==> config.mk <==
export PLATFORM = sky130hd
export DESIGN_NAME = imem_load_ctrl_flat
export DESIGN_NICKNAME = d
export VERILOG_FILES = /design/src/rtl/imem_load_ctrl_if.sv /design/src/rtl/imem_load_ctrl.sv /design/src/flat_wrapper.sv
export SDC_FILE = /design/constraint.sdc
export NUM_CORES = 1
export LEC_CHECK = 0
export ABC_AREA = 1
export BUFFER_PORTS_ARGS = -buffer_cell sky130_fd_sc_hd__buf_2
export CELL_PAD_IN_SITES_DETAIL_PLACEMENT = 0
export CELL_PAD_IN_SITES_GLOBAL_PLACEMENT = 2
export CORE_UTILIZATION = 24
export CTS_CLUSTER_DIAMETER = 100
export DETAILED_ROUTE_END_ITERATION = 6
export PLACE_DENSITY = 0.82
export SYNTH_ARGS = -nofsm -noshare
export SYNTH_HDL_FRONTEND = slang
export SYNTH_SLANG_ARGS = --single-unit
==> constraint.sdc <==
create_clock -name clk -period 2.45 [get_ports clk]
set_clock_uncertainty 0.15 [all_clocks]
set_input_delay 0.49 -clock clk [delete_from_list [all_inputs] [get_ports clk]]
set_output_delay 0.49 -clock clk [all_outputs]
set_load 0.005 [all_outputs]
==> src/rtl/imem_load_ctrl_if.sv <==
// imem_load_ctrl_if
//   Groups the controller's load handshake, CPU fetch and memory port signals.
//   master : environment side (loader source, CPU, memory)
//   slave  : imem_load_ctrl side
//   Signals: load_start, load_len[15:0], rx_data[7:0], rx_valid, rx_ready,
//            cpu_pc[31:0], cpu_instr[31:0], cpu_stall, mem_addr[AW-1:0],
//            mem_we, mem_wdata[31:0], mem_rdata[31:0], busy, done, error,
//            checksum[31:0] (only when IMEM_LOAD_CHECKSUM_EN is defined).
interface imem_load_ctrl_if #(
  parameter int MEM_SIZE = 128
);
  localparam int AW = $clog2(MEM_SIZE);

  logic          load_start;
  logic [15:0]   load_len;
  logic [7:0]    rx_data;
  logic          rx_valid;
  logic          rx_ready;
  logic [31:0]   cpu_pc;
  logic [31:0]   cpu_instr;
  logic          cpu_stall;
  logic [AW-1:0] mem_addr;
  logic          mem_we;
  logic [31:0]   mem_wdata;
  logic [31:0]   mem_rdata;
  logic          busy;
  logic          done;
  logic          error;
`ifdef IMEM_LOAD_CHECKSUM_EN
  logic [31:0]   checksum;

  modport master (
    output load_start, load_len, rx_data, rx_valid, cpu_pc, mem_rdata,
    input  rx_ready, cpu_instr, cpu_stall, mem_addr, mem_we, mem_wdata,
           busy, done, error, checksum
  );

  modport slave (
    input  load_start, load_len, rx_data, rx_valid, cpu_pc, mem_rdata,
    output rx_ready, cpu_instr, cpu_stall, mem_addr, mem_we, mem_wdata,
           busy, done, error, checksum
  );
`else
  modport master (
    output load_start, load_len, rx_data, rx_valid, cpu_pc, mem_rdata,
    input  rx_ready, cpu_instr, cpu_stall, mem_addr, mem_we, mem_wdata,
           busy, done, error
  );

  modport slave (
    input  load_start, load_len, rx_data, rx_valid, cpu_pc, mem_rdata,
    output rx_ready, cpu_instr, cpu_stall, mem_addr, mem_we, mem_wdata,
           busy, done, error
  );
`endif
endinterface

==> src/rtl/imem_load_ctrl.sv <==
// imem_load_ctrl
//   Owns the single instruction-memory port. In IDLE the CPU PC is passed
//   through as a word address and the read word returned; during a load the
//   CPU is stalled and a byte stream is packed little-endian into 32-bit
//   words written from word 0 upward.
// Ports
//   clk    : clock
//   rst_n  : synchronous active-low reset
//   bus    : imem_load_ctrl_if.slave (load handshake, CPU fetch, memory port,
//            busy/done/error status)
// Optional feature
//   IMEM_LOAD_CHECKSUM_EN : adds bus.checksum, the mod-2^32 sum of every word
//                           written in the current load session.
//
// state | meaning
// IDLE  | CPU owns memory; waiting for load_start
// RECV  | CPU stalled; collecting bytes of the current word
// WRITE | one-cycle write of the assembled word
// DONE  | one-cycle completion pulse; CPU released
module imem_load_ctrl #(
  parameter int MEM_SIZE = 128,
  parameter int TIMEOUT  = 1023
) (
  input  logic clk,
  input  logic rst_n,
  imem_load_ctrl_if.slave bus
);
  localparam int AW = $clog2(MEM_SIZE);
  localparam int TW = $clog2(TIMEOUT + 1);
  localparam logic [31:0] NOP = 32'h0000_0013;

  typedef enum logic [1:0] {IDLE, RECV, WRITE, DONE} state_t;

  state_t        state, state_nxt;
  logic [15:0]   len_q;
  logic [AW-1:0] word_addr;
  logic [1:0]    byte_cnt;
  logic [31:0]   wbuf;
  logic [TW-1:0] idle_tmr;
  logic          error_q;
  logic          zdone_q;
`ifdef IMEM_LOAD_CHECKSUM_EN
  logic [31:0]   checksum_q;
`endif

  logic start_ok, len_zero, len_big, accept, last_word, timeout;

  assign start_ok  = (state == IDLE) && bus.load_start;
  assign len_zero  = (bus.load_len == 16'd0);
  assign len_big   = 32'(bus.load_len) > 32'(MEM_SIZE);
  assign accept    = (state == RECV) && bus.rx_valid;
  assign last_word = 32'(word_addr) == (32'(len_q) - 32'd1);
  // idle_tmr counts down the idle cycles still allowed; the cycle that sees
  // 1 left without a byte is the TIMEOUT-th idle cycle.
  assign timeout   = (state == RECV) && !bus.rx_valid && (idle_tmr <= TW'(1));

  always_ff @(posedge clk) begin
    if (!rst_n) state <= IDLE;
    else        state <= state_nxt;
  end

  always_comb begin
    state_nxt     = state;
    bus.rx_ready  = 1'b0;
    bus.mem_we    = 1'b0;
    bus.cpu_stall = 1'b0;
    bus.busy      = 1'b0;
    bus.done      = zdone_q;
    bus.cpu_instr = NOP;
    bus.mem_addr  = word_addr;
    bus.mem_wdata = wbuf;
    case (state)
      IDLE: begin
        bus.mem_addr  = bus.cpu_pc[AW+1:2];
        bus.cpu_instr = bus.mem_rdata;
        if (start_ok && !len_zero && !len_big) state_nxt = RECV;
      end
      RECV: begin
        bus.busy      = 1'b1;
        bus.cpu_stall = 1'b1;
        bus.rx_ready  = 1'b1;
        if (timeout)                              state_nxt = IDLE;
        else if (accept && (byte_cnt == 2'd3))   state_nxt = WRITE;
      end
      WRITE: begin
        bus.busy      = 1'b1;
        bus.cpu_stall = 1'b1;
        bus.mem_we    = 1'b1;
        state_nxt     = last_word ? DONE : RECV;
      end
      DONE: begin
        bus.done  = 1'b1;
        state_nxt = IDLE;
      end
      default: state_nxt = IDLE;
    endcase
  end

  always_ff @(posedge clk) begin
    if (!rst_n) begin
      len_q      <= '0;
      word_addr  <= '0;
      byte_cnt   <= '0;
      wbuf       <= '0;
      idle_tmr   <= '0;
      error_q    <= 1'b0;
      zdone_q    <= 1'b0;
`ifdef IMEM_LOAD_CHECKSUM_EN
      checksum_q <= '0;
`endif
    end else begin
      zdone_q <= start_ok && len_zero;
      if (start_ok) begin
        // Oversize requests are flagged here and never leave IDLE.
        error_q    <= len_big;
        len_q      <= bus.load_len;
        word_addr  <= '0;
        byte_cnt   <= '0;
        idle_tmr   <= TW'(TIMEOUT);
`ifdef IMEM_LOAD_CHECKSUM_EN
        checksum_q <= '0;
`endif
      end else begin
        case (state)
          RECV: begin
            if (accept) begin
              wbuf[{byte_cnt, 3'b000} +: 8] <= bus.rx_data;
              byte_cnt <= byte_cnt + 2'd1;
              idle_tmr <= TW'(TIMEOUT);
            end else if (timeout) begin
              error_q <= 1'b1;
            end else begin
              idle_tmr <= idle_tmr - TW'(1);
            end
          end
          WRITE: begin
            byte_cnt <= '0;
            idle_tmr <= TW'(TIMEOUT);
            // Hold on the last word so the address never wraps.
            if (!last_word) word_addr <= word_addr + AW'(1);
`ifdef IMEM_LOAD_CHECKSUM_EN
            checksum_q <= checksum_q + wbuf;
`endif
          end
          default: ;
        endcase
      end
    end
  end

  assign bus.error = error_q;
`ifdef IMEM_LOAD_CHECKSUM_EN
  assign bus.checksum = checksum_q;
`endif

endmodule

==> src/flat_wrapper.sv <==
// flat-port wrapper written by rule: the top's interface ports become plain ports
module imem_load_ctrl_flat 
#(
  parameter int MEM_SIZE = 128,
  parameter int TIMEOUT  = 1023
)
  (clk, rst_n, bus_load_start, bus_load_len, bus_rx_data, bus_rx_valid, bus_cpu_pc, bus_mem_rdata, bus_rx_ready, bus_cpu_instr, bus_cpu_stall, bus_mem_addr, bus_mem_we, bus_mem_wdata, bus_busy, bus_done, bus_error);
  imem_load_ctrl_if #(.MEM_SIZE(MEM_SIZE)) bus_i ();
  input  logic clk;
  input  logic rst_n;
  input wire logic [$bits(bus_i.load_start)-1:0] bus_load_start;
  input wire logic [$bits(bus_i.load_len)-1:0] bus_load_len;
  input wire logic [$bits(bus_i.rx_data)-1:0] bus_rx_data;
  input wire logic [$bits(bus_i.rx_valid)-1:0] bus_rx_valid;
  input wire logic [$bits(bus_i.cpu_pc)-1:0] bus_cpu_pc;
  input wire logic [$bits(bus_i.mem_rdata)-1:0] bus_mem_rdata;
  output wire logic [$bits(bus_i.rx_ready)-1:0] bus_rx_ready;
  output wire logic [$bits(bus_i.cpu_instr)-1:0] bus_cpu_instr;
  output wire logic [$bits(bus_i.cpu_stall)-1:0] bus_cpu_stall;
  output wire logic [$bits(bus_i.mem_addr)-1:0] bus_mem_addr;
  output wire logic [$bits(bus_i.mem_we)-1:0] bus_mem_we;
  output wire logic [$bits(bus_i.mem_wdata)-1:0] bus_mem_wdata;
  output wire logic [$bits(bus_i.busy)-1:0] bus_busy;
  output wire logic [$bits(bus_i.done)-1:0] bus_done;
  output wire logic [$bits(bus_i.error)-1:0] bus_error;
  assign bus_i.load_start = bus_load_start;
  assign bus_i.load_len = bus_load_len;
  assign bus_i.rx_data = bus_rx_data;
  assign bus_i.rx_valid = bus_rx_valid;
  assign bus_i.cpu_pc = bus_cpu_pc;
  assign bus_i.mem_rdata = bus_mem_rdata;
  assign bus_rx_ready = bus_i.rx_ready;
  assign bus_cpu_instr = bus_i.cpu_instr;
  assign bus_cpu_stall = bus_i.cpu_stall;
  assign bus_mem_addr = bus_i.mem_addr;
  assign bus_mem_we = bus_i.mem_we;
  assign bus_mem_wdata = bus_i.mem_wdata;
  assign bus_busy = bus_i.busy;
  assign bus_done = bus_i.done;
  assign bus_error = bus_i.error;
  imem_load_ctrl #(.MEM_SIZE(MEM_SIZE), .TIMEOUT(TIMEOUT)) u_core (.clk(clk), .rst_n(rst_n), .bus(bus_i));
endmodule
==> results of run 1 <==
-- cell families (layout without fill, tap and decap cells) --
kind of cell,count (synthesis),count (layout),share of synthesized area
AND/OR/NAND/NOR,263,263,0.299
AO/OA/AOI/OAI,113,113,0.153
flip-flops,71,71,0.361
multiplexers,2,2,0.00571
XOR/XNOR,7,7,0.0156
other,0,1,0
adder cells (fa/ha/maj),15,15,0.0476
buffers and inverters,119,265,0.118
-- synth_stat cells, types with 2 or more instances --
library cell | number | area share
o31ai_1 | 2 | 0.0038
nor3_1 | 10 | 0.013
nor2_2 | 4 | 0.0063
nand2_1 | 130 | 0.12
o22ai_1 | 11 | 0.017
or2_2 | 2 | 0.0032
buf_1 | 5 | 0.0048
nand2_4 | 2 | 0.0057
mux2_2 | 2 | 0.0057
nand4_1 | 16 | 0.025
clkbuf_1 | 9 | 0.0086
inv_2 | 2 | 0.0019
o21ai_0 | 38 | 0.048
nor2_1 | 50 | 0.048
a21oi_1 | 51 | 0.065
clkinv_1 | 3 | 0.0029
dfxtp_1 | 71 | 0.36
ha_1 | 15 | 0.048
nor2_4 | 4 | 0.011
nand2_2 | 2 | 0.0032
inv_1 | 94 | 0.090
nand3_1 | 38 | 0.048
buf_2 | 4 | 0.0051
a31oi_1 | 7 | 0.011
xor2_1 | 7 | 0.016
-- cells in the final DEF, fill, tap and decap left out, types with 10 or more instances in the layout --
master,instances
a21oi_1,51
nor3_1,10
o21ai_0,38
o22ai_1,11
nor2_1,50
nand3_1,38
dfxtp_1,71
nand2_1,130
nand4_1,16
buf_2,143
clkbuf_16,10
inv_1,94
ha_1,14
-- layer usage --
| layer | up-vias | part of all wire |
|---|---|---|
| met1 | 1948 | 0.44 |
| met3 | 12 | 0.072 |
| li1 | 2185 | - |
| met2 | 135 | 0.47 |
| met4 | 0 | 0.013 |
| met5 | - | 0 |
-- state kept, by name, summed over array words and instances, names as in the netlist --
signal,cells
u_core.idle_tmr,10
u_core.byte_cnt,2
u_core.len_q,16
u_core.state,2
u_core.word_addr,7
u_core.bus.error,1
u_core.zdone_q,1
u_core.bus.mem_wdata,32
-- area by class of cell --
type / count / area, sq um
diodes: 1 / 2.50
clock buffers: 13 / 260
clock inverters: 1 / 5.00
fillers: 1734 / 10700
inverters: 99 / 372
multi-input cells: 400 / 2070
flip-flops and latches: 71 / 1420
well taps: 216 / 270
repair buffers: 152 / 813
-- critical path, cell delays in order, from the launching register on --
cell and delay, ns:
dfxtp_1 0.34, inv_1 0.18, ha_4 0.22, buf_12 0.16, mux2_2 0.34, buf_2 0.12
-- where the power goes --
| group | internal, mW | total [mW] | leakage [nW] | switching (mW) |
|---|---|---|---|---|
| Clock | 0.728 | 1.21 | 0.132 | 0.482 |
| Sequential | 1.22 | 1.28 | 0.578 | 0.0567 |
| Combinational | 0.331 | 0.827 | 1.96 | 0.496 |
| Total | 2.28 | 3.32 | 2.67 | 1.04 |
-- path summary, 6_finish.rpt --
| check | startpoint | to | slack [ns] | cells past startpoint |
|---|---|---|---|---|
| setup / recovery | u_core.state[0] | bus_mem_addr[6] | 0.11 | 5 |
| hold / removal | bus_load_len[13] | u_core.len_q[13] | 0.28 | 3 |
| setup reg to reg | u_core.state[0] | u_core.byte_cnt[0] | 0.22 | 7 |
| hold reg to reg | u_core.idle_tmr[7] | u_core.idle_tmr[7] | 0.31 | 2 |
-- what timing repair did --
action                                  4_1_cts  5_1_grt
endpoints found under the setup margin        0        2
gates resized for setup                       0        2
setup buffers                                 0        0
-- metrics by stage --
stage	power [mW]	utilization	worst slack [ns]	cell area, sq um
finish	3.32	0.327	0.109	5210
CTS	3.33	0.324	0.0361	5170
floorplan	1.81	-	0.453	3940
global placement	2.10	0.308	0.281	4910
global route	3.53	0.327	0.0195	5210
detailed placement	2.11	0.308	0.219	4910
==> run_results.csv, run 1 <==
group,metric,value,unit
timing,clock.fmax,427,MHz
layout,fin_cells,953,
grt,busiest_layer,"met2",
clocking,clkTransAtPathRegs,0.06,ns
critical_path,worst-endpoint-required,1.81,ns
critical_path,cp_max_fo,23,
clocking,clk_path_buf_depth,2,
clocking,clock_latency,0.34,ns
floorplan,rows,46,
synth,synthCells,590,
grt,met3_usage,0.0488,
critical_path,worstSetupPathType,"reg2out",
synth,syn-cell-area,0.00394,sq mm
grt,grt_pass1_vias,3914,
timing,post-route-period-util,0.956,
grt,use_met1,0.168,
grt,grt_usage,0.146,
clocking,htree_levels,3,
floorplan,fp.dieArea,0.0169,sq mm
timing,rsz0062_at_grt,"false",
synth,ys_async_sr_fraction,0,
placed_design,io_buffer_count,143,
outcome,status,"finished, final reports clean",
run,cap_violations,0,
critical_path,cp-end-kind,"output port",
floorplan,die_w,130,um
routing,vias,4280,
placed_design,gp_congestion,0.815,
clocking,root_buffer,"clkbuf_16",
timing,max_slew_margin,0.522,
hold_path,worst_hold_path_type,"in2reg",
synth,yosys_warnings,0,
timing,period_needed,2.34,ns
timing,slew_viol_final,0,
floorplan,start_util,0.247,
routing,post_drt_wl_per_cell,13.1,um
routing,ant_nets,0,
routing,routed_wl,12.5,mm
clocking,cts_tree,"done",
synth,synth_cell_types,36,
timing,hold_viol,0,
grt,grt_pass1_wl,19.0,mm
grt,gr-total-overflow,0,
synth,ys_ff_latch,71,
floorplan,num_io_pins,169,
routing,firstDrtPassIters,5,
clocking,post_cts_hold_buffer_count,0,
placed_design,dp_hpwl,9.33,mm
timing,holdWs,0.285,ns
synth,avgSynthCellArea,6.68,sq um
routing,drtIter0Drc,130,
synth,ys_seq_area_frac,0.361,
synth,syn-num-nets,697,
layout,syn_to_final_growth,32.2,%
clocking,cts_inserted_buffers,9,
power,power.density,636,mW/mm^2
timing,finalSetupTns,0,ns
floorplan,dieHeight,130,um
layout,layout.nets,840,
power,peakVddDrop,367,uV
routing,route.detailed.drc,0,
grt,antenna_found_initial,1,
floorplan,fp.coreArea,0.0159,sq mm
timing,worstMarginPinSlew,0.716,ns
grt,use_met2,0.254,
power,leakage,2.67,nW
routing,via_per_inst,4.49,
clocking,cts_sinks,71,
layout,final_layout_size_suffix_gt1_frac,0.251,
critical_path,cp.arrival,1.70,ns
critical_path,start_kind,"flop",
synth,synth_ff_type,"dfxtp_1",
synth,synth_edf_count,0,
placed_design,dp_cells,937,
timing,setup_violations,0,
grt,grt_start_max_net_pins,46,
No activity file was read; power rests on OpenSTA's default activity.
==> inputs of run 2 (changes only) <==
--- a/constraint.sdc
+++ b/constraint.sdc
@@ -4,2 +4,2 @@
 set_output_delay 0.49 -clock clk [all_outputs]
-set_load 0.005 [all_outputs]
+set_load 0.1 [all_outputs]
==> run 2 against run 1 <==
Non-clock buffer count grew 3. Sequential power is essentially flat. Clock-buffer cell count shrank 2. Critical path type unchanged. Largest cell class unchanged.
==> run_results.csv, run 2 (synthesis gave the netlist of run 1 again) <==
group,metric,value,unit
placed_design,dp_cells,941,
grt,grt_usage,0.147,
critical_path,cp.arrival,1.68,ns
critical_path,cp-end-kind,"output port",
placed_design,placed_area,0.00550,sq mm
routing,firstDrtPassIters,6,
clocking,cts_sinks,71,
floorplan,fp.dieArea,0.0169,sq mm
grt,grt_pass1_wl,19.3,mm
routing,vias,4291,
routing,via_per_inst,4.49,
clocking,cts_setup_buffers,0,
routing,ant_nets,0,
timing,fin_ws,0.125,ns
floorplan,rows,46,
routing,routed_wl,12.0,mm
timing,clock.fmax,430,MHz
timing,holdWs,0.285,ns
grt,grt_pass1_vias,4093,
hold_path,worst_hold_path_type,"in2reg",
placed_design,dp_slack,0.297,ns
layout,final_cell_area,0.00578,sq mm
layout,largest_reg_flops,32,
layout,fin_cells,955,
routing,post_drt_wl_per_cell,12.6,um
placed_design,io_buffer_count,143,
layout,final_cell_mix,"nand2_1 (130), buf_2 (103), inv_1 (94)",
layout,layout_commonest_cell,"nand2_1",
clocking,clkTransAtPathRegs,0.05,ns
routing,route.detailed.drc,0,
critical_path,cpPeakStageDelay,0.35,ns
timing,period_needed,2.32,ns
floorplan,num_io_pins,169,
critical_path,start_kind,"flop",
clocking,root_buffer,"clkbuf_16",
run,cap_violations,0,
clocking,clock_latency,0.34,ns
power,leakage,2.86,nW
power,power.density,727,mW/mm^2
placed_design,gp_congestion,0.821,
critical_path,worstSetupPathType,"reg2out",
floorplan,dieHeight,130,um
layout,layout.nets,843,
critical_path,path_delay_family,"buffers and inverters",
clocking,post_cts_hold_buffer_count,0,
outcome,status,"finished, final reports clean",
timing,slew_viol_final,0,
critical_path,crit_buf_inv,4,
layout,fillers,1710,
critical_path,crit_slowest_cell,"dfxtp_1",
critical_path,cpMostUsedCell,"inv_1",
routing,drtIter0Drc,185,
clocking,cts_tree,"done",
critical_path,cp_max_fo,17,
layout,syn_to_final_growth,46.8,%
grt,grt_start_max_net_pins,26,
power,peakVddDrop,400,uV
timing,worstMarginPinSlew,0.521,ns
clocking,cts_inserted_buffers,9,
clocking,clk_path_buf_depth,2,
timing,post-route-period-util,0.949,
timing,hold_viol,0,
grt,antenna_found_initial,1,
clocking,htree_levels,3,
grt,gr-total-overflow,0,
placed_design,dp_hpwl,9.49,mm
floorplan,fp.coreArea,0.0159,sq mm
layout,final_layout_size_suffix_gt1_frac,0.262,
floorplan,die_w,130,um
timing,rsz0062_at_grt,"false",
timing,setup_violations,0,
critical_path,worst-endpoint-required,1.81,ns
layout,final_util,0.363,
critical_path,path_cells,"inv_1 > ha_4 > buf_4 > nand2_1 > inv_1 > buf_12",
timing,max_slew_margin,0.650,
floorplan,start_util,0.247,
==> run 2: cell types whose count changed in the layout (fill, tap and decap cells not counted), moves of 4 or more <==
cell | previous run | this run
buf_4 | 7 | 14
buf_12 | 1 | 37
buf_2 | 143 | 103
o21ai_0 | 38 | 33
o21ai_2 | 0 | 4
==> run 2: final timing paths <==
check | startpoint | to | slack, ns | cells past startpoint
worst max-delay path | u_core.state[0] | bus_cpu_instr[26] | 0.13 | 6
worst min-delay path | bus_load_len[12] | u_core.len_q[12] | 0.28 | 3
worst max register to register | u_core.state[1] | u_core.idle_tmr[6] | 0.29 | 12
worst min register to register | u_core.idle_tmr[7] | u_core.idle_tmr[7] | 0.31 | 2
==> run 2: final cells by class <==
cell class / count / area [sq um] / area share
flip-flops and latches: 71 / 1420 / 0.246
clock buffers: 11 / 243 / 0.0420
repair buffers: 155 / 1370 / 0.237
multi-input cells: 400 / 2090 / 0.362
well taps: 216 / 270 / 0.0467
inverters: 99 / 372 / 0.0642
clock inverters: 2 / 10.0 / 0.00173
diodes: 1 / 2.50 / 0.000433
==> run 2: report_power, final <==
part,leakage [nW],total (mW),internal [mW],switching (mW)
sequential,0.578,1.28,1.22,0.0576
clock,0.127,1.16,0.691,0.468
combinational,2.16,1.77,0.565,1.20
total,2.86,4.21,2.48,1.73
==> run 2: stage by stage <==
stage	total power, mW	setup TNS [ns]
2_1_floorplan	2.49	-1.02
3_3_place_gp	3.05	0
3_5_place_dp	3.07	0
4_1_cts	4.25	0
5_1_grt	4.42	0
6_report	4.21	0
==> run 2: what timing repair did <==
action                                 4_1_cts  5_1_grt
setup endpoints to repair                    6        3
endpoints found under the hold margin        0        0
gates resized for setup                      4        3
==> run 2: worst register-to-register path, delay by kind of cell, from the launching register on <==
kind	cells	cell delay (ns)
AND/OR/NAND/NOR	6	0.71
flip-flops	1	0.38
buffers and inverters	3	0.29
adder cells (fa/ha/maj)	1	0.26
AO/OA/AOI/OAI	2	0.25
==> run 2: routing by layer <==
| layer | vias to the layer above | share of wire | GRT usage |
|---|---|---|---|
| met2 | 162 | 0.46 | 0.251 |
| met3 | 17 | 0.087 | 0.0496 |
| met1 | 1920 | 0.43 | 0.168 |
| met5 | - | 0 | 0 |
| li1 | 2192 | - | - |
| met4 | 0 | 0.021 | 0.0568 |
==> inputs of run 3 (changes only) <==
BUFFER_PORTS_ARGS = -buffer_cell sky130_fd_sc_hd__buf_4   (was -buffer_cell sky130_fd_sc_hd__buf_2)
PLACE_DENSITY = default   (was 0.82)
PLACE_DENSITY_LB_ADDON = 0.1   (was default)
==> run 3 against run 2 <==
Wire length rose by 6.3%. Maximum frequency is 1.0% lower. Total power grew 3.7%. Final area decreased by 1.7%. Worst hold slack got worse by 0.0054 ns. Utilization is 0.63 points lower. Register-to-register slack got worse by 0.03 ns. Cell count unchanged. Worst setup slack worse by 0.024 ns. Non-clock buffer count is 1 lower. Flip-flop and latch count unchanged. Largest cell class unchanged.
==> run_results.csv, run 3 (synthesis gave the netlist of run 1 again) <==
group,metric,value,unit
outcome,status,"finished, final reports clean",
layout,syn_to_final_growth,44.2,%
timing,hold_viol,0,
routing,post_drt_wl_per_cell,13.4,um
floorplan,num_io_pins,169,
critical_path,worst-endpoint-required,1.81,ns
clocking,cts_inserted_buffers,9,
routing,ant_nets,0,
clocking,root_buffer,"clkbuf_16",
layout,register_area,0.00142,sq mm
floorplan,die_w,130,um
timing,holdWs,0.279,ns
run,cap_violations,0,
routing,vias,4149,
timing,max_slew_margin,0.586,
clocking,htree_levels,3,
critical_path,cpPeakStageDelay,0.39,ns
floorplan,start_util,0.247,
grt,grt_start_max_net_pins,43,
layout,layout_commonest_cell,"buf_4",
timing,post-route-period-util,0.959,
timing,period_needed,2.35,ns
layout,final_layout_size_suffix_gt1_frac,0.260,
layout,final_cell_area,0.00568,sq mm
critical_path,cp-end-kind,"output port",
power,power.density,767,mW/mm^2
routing,route.detailed.drc,0,
layout,layout.nets,842,
layout,largest_reg_flops,32,
critical_path,cp.arrival,1.71,ns
routing,via_per_inst,4.34,
layout,num_antenna_cells,0,
layout,fillers,1722,
critical_path,cp_max_fo,21,
critical_path,path_cells,"inv_1 > ha_4 > clkbuf_16 > o21ai_1 > buf_6",
hold_path,worst_hold_path_type,"in2reg",
placed_design,io_buffer_count,143,
routing,routed_wl,12.8,mm
placed_design,gp_congestion,0.764,
critical_path,start_kind,"flop",
routing,firstDrtPassIters,4,
timing,finalSetupTns,0,ns
clocking,cts_setup_buffers,0,
timing,setup_violations,0,
routing,drtIter0Drc,165,
timing,rsz0062_at_grt,"false",
power,leakage,2.80,nW
layout,final_cell_mix,"buf_4 (147), nand2_1 (130), inv_1 (94)",
floorplan,rows,46,
power,peakVddDrop,320,uV
clocking,cts_tree,"done",
placed_design,placed_area,0.00530,sq mm
grt,grt_pass1_wl,19.6,mm
grt,gr-total-overflow,0,
grt,antenna_found_initial,0,
power,fin_total_pwr,4.36,mW
clocking,clkTransAtPathRegs,0.06,ns
timing,worstMarginPinSlew,0.617,ns
timing,slew_viol_final,0,
grt,grt_pass1_vias,3903,
critical_path,crit_slowest_cell,"dfxtp_1",
layout,multi_input_area,0.00209,sq mm
grt,grt_usage,0.152,
floorplan,dieHeight,130,um
clocking,clk_path_buf_depth,2,
timing,clock.fmax,426,MHz
floorplan,fp.dieArea,0.0169,sq mm
clocking,clock_latency,0.34,ns
clocking,cts_sinks,71,
floorplan,fp.coreArea,0.0159,sq mm
placed_design,dp_hpwl,9.83,mm
critical_path,worstSetupPathType,"reg2out",
==> run 3: repair_timing <==
item / CTS / global route
hold buffers: 0 / 0
setup endpoints to repair: 5 / 50
gates cloned: 0 / 1
resized for setup: 5 / 2
==> run 3: area by class of cell <==
type,count,share of cell area
Clock buffer,11,0.0409
Clock inverter,4,0.0167
Inverter,99,0.0654
Multi-Input combinational cell,400,0.367
Sequential cell,71,0.250
Tap cell,216,0.0475
Timing Repair Buffer,154,0.212
==> run 3: worst paths after layout <==
kind	from	to	slack, ns	depth (start not counted)
worst max-delay path	u_core.state[0]	bus_mem_addr[1]	0.10	5
worst min-delay path	bus_load_len[11]	u_core.len_q[11]	0.28	3
worst max register to register	u_core.state[1]	u_core.idle_tmr[6]	0.26	12
worst min register to register	u_core.len_q[15]	u_core.len_q[15]	0.31	2
==> run 3: stage by stage <==
| step | worst slack (ns) | std cells | util |
|---|---|---|---|
| final | 0.102 | 955 | 0.357 |
| after global routing | 0.0146 | 955 | 0.357 |
| after CTS | 0.00884 | 954 | 0.354 |
| after detailed placement | 0.205 | 939 | 0.332 |
| after global placement | 0.294 | 939 | 0.332 |
| after floorplan | -0.348 | 590 | - |
==> run 3: power by group <==
part | total [mW] | internal (mW) | switching (mW) | leakage [nW]
sequential | 1.28 | 1.22 | 0.0556 | 0.578
combinational | 1.60 | 0.429 | 1.17 | 2.06
clock | 1.48 | 0.988 | 0.493 | 0.160
total | 4.36 | 2.64 | 1.72 | 2.80
==> run 3: routing by layer <==
layer | part of all wire | vias up | wire length, um | GRT usage
met5 | 0 | - | 0 | 0
met4 | 0.0061 | 0 | 78 | 0.0349
met3 | 0.043 | 6 | 549 | 0.0414
met2 | 0.53 | 74 | 6740 | 0.274
met1 | 0.42 | 1881 | 5440 | 0.178
li1 | - | 2188 | - | -
==> run 3: worst max-delay path: cells and delay by family, from the launching register on <==
family / cells / cell delay, ns
buffers and inverters: 3 / 0.58
flip-flops: 1 / 0.39
adder cells (fa/ha/maj): 1 / 0.22
AO/OA/AOI/OAI: 1 / 0.18
